<file path="config.mk">
export PLATFORM = sky130hd
export DESIGN_NAME = line_fetch_ctrl
export DESIGN_NICKNAME = d
export VERILOG_FILES = /design/src/rtl/line_fetch_ctrl.sv
export SDC_FILE = /design/constraint.sdc
export NUM_CORES = 1
export LEC_CHECK = 0
export ABC_AREA = 0
export CAP_MARGIN = 20
export CORE_ASPECT_RATIO = 1.2
export CORE_UTILIZATION = 57
export CTS_CLUSTER_SIZE = 10
export DETAILED_ROUTE_END_ITERATION = 8
export MAX_ROUTING_LAYER = met4
export PLACE_DENSITY = 0.95
export SLEW_MARGIN = 20
export SYNTH_ARGS = -nofsm -noshare
export SYNTH_HDL_FRONTEND = slang
export SYNTH_SLANG_ARGS = --single-unit
</file>
<file path="constraint.sdc">
create_clock -name pixel_clk -period 9 [get_ports pixel_clk]
set_clock_uncertainty 0.1 [all_clocks]
set_input_delay 1.8 -clock pixel_clk [delete_from_list [all_inputs] [get_ports pixel_clk]]
set_output_delay 1.8 -clock pixel_clk [all_outputs]
set_load 0.01 [all_outputs]
</file>
<file path="src/rtl/line_fetch_ctrl.sv">
// Per-scanline framebuffer fetch: on each accepted line trigger, reads one display line
// as fixed-length bursts into the write bank of a ping-pong line buffer.
module line_fetch_ctrl #(
  parameter int H_ACTIVE     = 640,
  parameter int V_ACTIVE     = 480,
  parameter int PIX_PER_WORD = 2,
  parameter int BURST_LEN    = 16,
  parameter int DATA_W       = 32,
  parameter int ADDR_W       = 32
) (
  input  logic              pixel_clk,
  input  logic              reset,
  input  logic              init_read_line,
  input  logic              init_new_frame,
  input  logic              v_blank,
  input  logic [ADDR_W-1:0] fb_base,
  input  logic              underrun_clr,
  output logic              mem_req,
  output logic [ADDR_W-1:0] mem_addr,
  input  logic              mem_gnt,
  input  logic              mem_rvalid,
  input  logic [DATA_W-1:0] mem_rdata,
  output logic              lb_we,
  output logic              lb_wbank,
  output logic [8:0]        lb_waddr,
  output logic [DATA_W-1:0] lb_wdata,
  output logic              disp_bank,
  output logic              busy,
  output logic              underrun,
  output logic [1:0]        o_dbg_state
);

  // WORDS_PER_LINE must be a whole number of bursts.
  localparam int WORDS_PER_LINE = H_ACTIVE / PIX_PER_WORD;
  localparam int BURSTS         = WORDS_PER_LINE / BURST_LEN;
  localparam int STRIDE         = WORDS_PER_LINE * DATA_W / 8;
  localparam int BURST_BYTES    = BURST_LEN * DATA_W / 8;
  localparam int LINE_W         = $clog2(V_ACTIVE + 1);
  localparam int BEAT_W         = $clog2(BURST_LEN);
  localparam int BURST_W        = $clog2(BURSTS);

  typedef enum logic [1:0] {
    S_IDLE = 2'd0,
    S_REQ  = 2'd1,
    S_DATA = 2'd2
  } state_t;

  state_t              r_state;
  logic                r_wr_bank;
  logic [LINE_W-1:0]   r_line_cnt;
  logic [ADDR_W-1:0]   r_base;
  logic [BEAT_W-1:0]   r_beat;
  logic [BURST_W-1:0]  r_burst;
  logic [8:0]          r_word;

  logic                w_trig;
  logic [LINE_W-1:0]   w_line_sel;
  logic [ADDR_W-1:0]   w_base_sel;
  logic [ADDR_W-1:0]   w_line_start;

  // A new-frame trigger is honoured even during vertical blanking (pre-frame line).
  assign w_trig       = init_read_line & (~v_blank | init_new_frame);
  assign w_line_sel   = init_new_frame ? '0 : r_line_cnt;
  assign w_base_sel   = init_new_frame ? fb_base : r_base;
  assign w_line_start = w_base_sel + ADDR_W'(w_line_sel) * ADDR_W'(STRIDE);
  assign o_dbg_state  = r_state;

  // Request handshake: mem_req is held with mem_addr stable until a cycle where
  // mem_req and mem_gnt are both high; that cycle transfers the burst request and
  // mem_req drops on the following cycle. Read beats are accepted on mem_rvalid only.
  always_ff @(posedge pixel_clk or posedge reset) begin
    if (reset) begin
      r_state    <= S_IDLE;
      r_wr_bank  <= 1'b0;
      r_line_cnt <= '0;
      r_base     <= '0;
      r_beat     <= '0;
      r_burst    <= '0;
      r_word     <= '0;
      mem_req    <= 1'b0;
      mem_addr   <= '0;
      lb_we      <= 1'b0;
      lb_wbank   <= 1'b0;
      lb_waddr   <= '0;
      lb_wdata   <= '0;
      disp_bank  <= 1'b1;
      busy       <= 1'b0;
      underrun   <= 1'b0;
    end else begin
      lb_we <= 1'b0;

      if (w_trig && r_state != S_IDLE) begin
        underrun <= 1'b1;
      end else if (underrun_clr) begin
        underrun <= 1'b0;
      end

      // Line counting advances on every accepted trigger, fetched or not.
      if (w_trig) begin
        if (init_new_frame) begin
          r_base     <= fb_base;
          r_line_cnt <= LINE_W'(1);
        end else if (r_line_cnt != LINE_W'(V_ACTIVE)) begin
          r_line_cnt <= r_line_cnt + 1'b1;
        end
      end

      case (r_state)
        S_IDLE: begin
          busy <= 1'b0;
          if (w_trig) begin
            disp_bank <= r_wr_bank;
            r_wr_bank <= ~r_wr_bank;
            mem_req   <= 1'b1;
            mem_addr  <= w_line_start;
            busy      <= 1'b1;
            r_burst   <= '0;
            r_beat    <= '0;
            r_word    <= '0;
            r_state   <= S_REQ;
          end
        end
        S_REQ: begin
          if (mem_gnt) begin
            mem_req  <= 1'b0;
            mem_addr <= mem_addr + ADDR_W'(BURST_BYTES);
            r_state  <= S_DATA;
          end
        end
        S_DATA: begin
          if (mem_rvalid) begin
            lb_we    <= 1'b1;
            lb_wbank <= r_wr_bank;
            lb_waddr <= r_word;
            lb_wdata <= mem_rdata;
            r_word   <= r_word + 9'd1;
            r_beat   <= r_beat + 1'b1;
            if (r_beat == BEAT_W'(BURST_LEN - 1)) begin
              r_burst <= r_burst + 1'b1;
              if (r_burst == BURST_W'(BURSTS - 1)) begin
                r_state <= S_IDLE;
              end else begin
                mem_req <= 1'b1;
                r_state <= S_REQ;
              end
            end
          end
        end
        default: begin
          r_state <= S_IDLE;
          mem_req <= 1'b0;
        end
      endcase
    end
  end

endmodule

</file>
==> results of run 1 <==
cell usage in the layout (no fill, tap or decap), types with 4 or more instances in the layout:
cell / synthesis / final
nand2_1: 210 / 209
clkdlybuf4s50_1: 0 / 151
dfrtp_1: 140 / 140
nor2_1: 59 / 59
o21ai_0: 53 / 53
a21oi_1: 37 / 37
mux2_2: 37 / 37
ha_1: 28 / 28
nand3_1: 25 / 25
nand4_1: 20 / 20
inv_1: 20 / 19
xor2_1: 19 / 19
mux2i_1: 19 / 19
xnor2_1: 18 / 18
nor3_1: 18 / 18
clkbuf_16: 0 / 17
nor2b_1: 11 / 11
a31oi_1: 9 / 9
buf_4: 2 / 9
and3_1: 8 / 8
nor4_1: 7 / 7
nand2b_1: 6 / 6
or3_1: 6 / 6
o21a_1: 6 / 6
a21o_1: 5 / 5
nor3b_1: 5 / 5
o22ai_1: 4 / 4
or2_2: 4 / 4
o31ai_1: 4 / 4
inv_6: 0 / 4
power groups by stage:
stage	Clock [mW]	Sequential, mW	Combinational, mW
3_3_place_gp	0	1.01	1.01
4_1_cts	0.694	1.02	1.06
2_1_floorplan	0	1.04	0.525
3_5_place_dp	0	1.02	1.04
5_1_grt	0.719	1.05	1.15
6_report	0.688	1.03	1.06
layout make-up:
| type | instances | area [µm²] |
|---|---|---|
| clock inverter | 12 | 138 |
| clock buffer | 20 | 437 |
| fill | 910 | 3540 |
| inverter | 22 | 87.6 |
| multi-input combinational | 677 | 4170 |
| timing repair buffer | 161 | 1580 |
| sequential | 141 | 3530 |
| tap | 171 | 214 |
worst max-delay path, cell delays in order:
cell and delay [ps]:
buf_2 90, buf_4 550, nor2b_1 170, and2_1 200, ha_1 320, nor2b_1 140
o21ai_0 250, a21boi_0 200, o21a_1 220, o21a_1 200, o21a_1 180, ha_1 370
a21o_1 240, or2_2 330, a41oi_4 310, mux2_2 370, a21oi_1 130
cell usage after synthesis, drive strengths merged, types with 4 or more instances:
cell type	instances
or2	4
a21o	5
nor2b	11
o22ai	4
clkbuf	26
o21ai	53
nand4	20
inv	20
nand2	210
or3	7
mux2i	19
nor2	59
nor4	7
mux2	37
and3	9
nor3b	6
xor2	19
o31ai	4
dfrtp	140
a21oi	37
nand3	25
o21a	6
nand2b	6
ha	28
xnor2	18
buf	16
nor3	18
a31oi	10
a21boi	4
path summary, 6_finish.rpt:
| check | start | to | slack [ps] | cells past startpoint |
|---|---|---|---|---|
| min | disp_bank | disp_bank | 370 | 2 |
| max reg2reg | r_line_cnt[1] | mem_addr[29] | 4560 | 18 |
| min in group asynchronous | reset | lb_wdata[5] | 1800 | 2 |
| min reg2reg | disp_bank | disp_bank | 370 | 2 |
| max | init_new_frame | mem_addr[29] | 3160 | 17 |
| max in group asynchronous | reset | mem_addr[9] | 5640 | 3 |
metrics by stage:
| step | setup WS [ps] | instance area [µm²] | power, mW | hold WS [ps] |
|---|---|---|---|---|
| 2_1_floorplan | 2900 | 7980 | 1.57 | 342 |
| 3_3_place_gp | 3010 | 9580 | 2.02 | 348 |
| 3_5_place_dp | 2780 | 9580 | 2.07 | 361 |
| 4_1_cts | 3200 | 10200 | 2.77 | 371 |
| 5_1_grt | 2900 | 10200 | 2.92 | 386 |
| 6_report | 3160 | 10200 | 2.78 | 370 |
logic make-up after synthesis:
family | synth area share [%]
AND/OR/NAND/NOR | 22.1
AO/OA/AOI/OAI | 13.6
flip-flops | 44.2
buffers and inverters | 3.56
multiplexers | 7.60
XOR/XNOR | 4.06
adder cells (fa/ha/maj) | 4.81
metal layers:
layer	vias up	global-route usage (%)	wire (µm)
met4	0	15.3	774
met3	70	4.96	1290
met1	3468	39.4	8470
met2	334	49.3	10400
met5	-	-	0
li1	3369	-	-
sequential cells by signal, indices dropped and copies added, names as in the netlist, 2 cells and up:
name	count
lb_waddr	9
lb_wdata	32
mem_addr	32
o_dbg_state	2
r_base	32
r_beat	4
r_burst	5
r_line_cnt	9
r_word	9
==> reports/qor.txt, run 1 <==
Leak: 4.55 nW
vias in the first global route: 7070
die width: 110 µm
share of layout cells above drive strength 1: 9.49%
Sw Pwr: 1.01 mW
layout net count: 1121
pwr dens: 273 mW/mm²
post-CTS sizing: 0
fin cells: 1204
flops & latches, synth: 141
number of synthesized flops with an enable pin: 0
CTS buffer count: 17
RSZ-0062 raised after global routing: no
Sequential Power Share: 36.9%
initial antenna violation count: 0
routed len/inst: 17.4 µm
worst-margin pin slew: 891 ps
Final period util: 64.9%
critical path fanouts, max: 59
number of distinct library cells after synthesis: 74
Initial DRC Count: 694
final core utilization: 74.1%
H-tree depth: 4
initial core utilization: 58.2%
I/O Buffers: 152
dominant synthesized flop cell: dfrtp_1
Antenna diodes: 0
Synth top area share: 43.9%
vias: 7241
critical path class: input pin to register
max_cap viols: 0
post-synthesis cell area: 0.00798 mm²
leading area contributor after synthesis: dfrtp_1
final hold vios: 0
Worst Path Arrival: 6100 ps
DR pass1 iterations: 5
setup TNS: 0 ps
CP required: 9250 ps
area growth from synthesis to final layout: 27.3%
Die H: 132 µm
fin crit period: 5840 ps
ys async rst share: 100%
post-detail-place hpwl: 14500 µm
Max VDD drop: 0.159 mV
Post-Place Cells: 1172
final number of max-transition violations: 0
Post-Syn Nets: 983
# setup viols final: 0
Placeable Area: 0.0137 mm²
cts hold-fix bufs: 0
status: complete, no violations
first-pass GRT wire length: 34400 µm
CTS Buffer Depth: 2
Worst-Skew Late Latency: 420 ps
GRT Residual Overflow: 0
Avg Inst Size Synth: 9.05 µm²
clock sinks: 141
largest net degree at the start of global routing: 74
relative slew slack: 40.6%
Min-Delay Path Class: register to register
P_int: 1.76 mW
vias per inst: 6.01
GPL Wtd Cong: 0.879
setup bufs post-CTS: 0
switching part of the total: 36.5%
total track usage: 31.5%
Post-Synthesis Cells: 882
Ports: 153
DRT Wirelength: 21000 µm
Die ar.: 0.0145 mm²
Synthesis Warnings: 0
Comb pwr share: 38.3%
register area share after synthesis: 44.2%
root buffer cell: clkbuf_16
Post-DRT Antenna Nets: 0
Fmax: 0.171 GHz
DRC Markers: 0
Worst setup SP type: input pin
Row Count: 47
clock power share: 24.8%
critical path capture point type: register
Synth area leaders: dfrtp_1 44%, nand2_1 9.9%, mux2_2 5.2%
CTS tree: done
Clk pin slew, worst setup/hold paths: 60 ps
Power figures use the tool's default switching activity.
==> inputs of run 2 (changes only) <==
Settings changed: CORE_UTILIZATION 57 to 53, PLACE_DENSITY 0.95 to 0.89.
Clock period 9 ns to 6.1 ns, I/O delays scaled along.
==> run 2 against run 1 <==
Against the previous run:
- worst setup slack lost 2000 ps
- flip-flop and latch count did not move
- hold slack lost 12 ps
- clock power increased by 43%
==> reports/qor.txt, run 2 (synthesis gave the netlist of run 1 again) <==
status: complete, no violations
CP required: 6350 ps
CTS buffer count: 17
H-tree depth: 4
DRT Wirelength: 20500 µm
Min-Delay Path Class: register to register
Top Registers: lb_wdata (32), mem_addr (32), r_base (32)
Pwr Total: 4.06 mW
GRT Residual Overflow: 0
root buffer cell: clkbuf_16
crit-path leading delay family: compound AO/OA/AOI/OAI gates
first-pass GRT wire length: 32600 µm
total track usage: 27.4%
Max stage delay on crit path: 420 ps
grt peak-use layer: met2
routed len/inst: 16.6 µm
Worst setup SP type: input pin
fin crit period: 4970 ps
critical path fanouts, max: 41
area growth from synthesis to final layout: 27.6%
pwr dens: 398 mW/mm²
Sequential Power Share: 37.2%
DRC Markers: 0
Row Count: 48
CTS tree: done
Clk pin slew, worst setup/hold paths: 60 ps
Initial DRC Count: 530
clock power share: 24.3%
switching part of the total: 36.6%
setup bufs post-CTS: 0
Final period util: 81.5%
CP max-delay cell: buf_4
Antenna diodes: 0
Worst Path Arrival: 5220 ps
largest net degree at the start of global routing: 106
# setup viols final: 0
vias in the first global route: 6747
Fmax: 0.201 GHz
share of layout cells above drive strength 1: 9.49%
layout net count: 1122
GPL Wtd Cong: 0.853
final hold vios: 0
Die ar.: 0.0156 mm²
RSZ-0062 raised after global routing: no
post-CTS sizing: 0
worst path bufs/invs: 2
setup TNS: 0 ps
initial core utilization: 54.9%
CTS Buffer Depth: 2
Max VDD drop: 0.263 mV
critical path class: input pin to register
DR pass1 iterations: 6
post-detail-place hpwl: 14100 µm
clock sinks: 141
critical-path cell list: buf_2, buf_4, nor2b_1, and2_1, ha_1, nor2b_1, o21ai_0, a21boi_0, o21a_1, o21a_1, o21a_1, ha_1, a21o_1, or2_2, a41oi_4, mux2_2, a21oi_1
critical path capture point type: register
most common cell after layout, fill and taps aside: nand2_1
cts hold-fix bufs: 0
Post-DRT Antenna Nets: 0
Placeable Area: 0.0145 mm²
initial antenna violation count: 0
relative slew slack: 27.7%
max_cap viols: 0
Leak: 4.55 nW
Worst-Skew Late Latency: 430 ps
final number of max-transition violations: 0
die width: 114 µm
vias per inst: 5.73
P_int: 2.57 mW
most frequent cells in the layout: 210 x nand2_1, 151 x clkdlybuf4s50_1, 140 x dfrtp_1, 59 x nor2_1, 53 x o21ai_0
cell mode on critical path: o21a_1
Die H: 136 µm
met1 Use GR: 34.4%
I/O Buffers: 152
Sw Pwr: 1.48 mW
GR Util met3: 6.20%
Hold Slack: 357 ps
worst-margin pin slew: 1080 ps
Ports: 153
Comb pwr share: 38.5%
vias: 7063
met2 global-route usage: 42.4%
==> run 2: area by class of cell <==
cell class | instances | area [µm²]
fillers | 1072 | 4350
multi-input cells | 677 | 4170
flip-flops and latches | 141 | 3530
repair buffers | 162 | 1590
clock buffers | 20 | 447
well taps | 200 | 250
clock inverters | 11 | 111
inverters | 22 | 87.6
==> run 2: worst paths after layout <==
path | start | end | slack, ps | cells past startpoint
max | init_new_frame | mem_addr[29] | 1130 | 17
min | disp_bank | disp_bank | 360 | 2
max reg2reg | r_line_cnt[3] | mem_addr[29] | 1750 | 18
min reg2reg | disp_bank | disp_bank | 360 | 2
max in group asynchronous | reset | r_beat[0] | 3560 | 3
min in group asynchronous | reset | lb_wdata[10] | 1260 | 2
==> run 2: power by group through the flow <==
| stage | Clock (mW) | Sequential (mW) | Combinational (mW) |
|---|---|---|---|
| 2_1_floorplan | 0 | 1.54 | 0.775 |
| 4_1_cts | 0.995 | 1.50 | 1.56 |
| 5_1_grt | 1.04 | 1.55 | 1.69 |
| 3_5_place_dp | 0 | 1.51 | 1.54 |
| 6_report | 0.986 | 1.51 | 1.56 |
| 3_3_place_gp | 0 | 1.50 | 1.50 |
==> run 2: routing by layer <==
metal  part of all wire (%)  wire length [µm]  vias up
met1                     43              8780     3342
met4                    3.0               609        0
met2                     48              9860      294
met5                      0                 0        -
li1                       -                 -     3369
met3                    5.9              1200       58
==> run 2: worst min-delay path: stages (launching register included) <==
cell and delay, ps:
dfstp_2 370, nand2_1 50, nand2_1 40
==> run 2: through the flow <==
step | area (µm²) | instances | utilization, % | setup slack [ps]
finish | 10200 | 1233 | 70.1 | 1130
detailed placement | 9630 | 1202 | 66.2 | 710
CTS | 10200 | 1233 | 70.1 | 1130
global route | 10200 | 1233 | 70.1 | 807
global placement | 9630 | 1202 | 66.2 | 813
floorplan | 7980 | 882 | - | 575
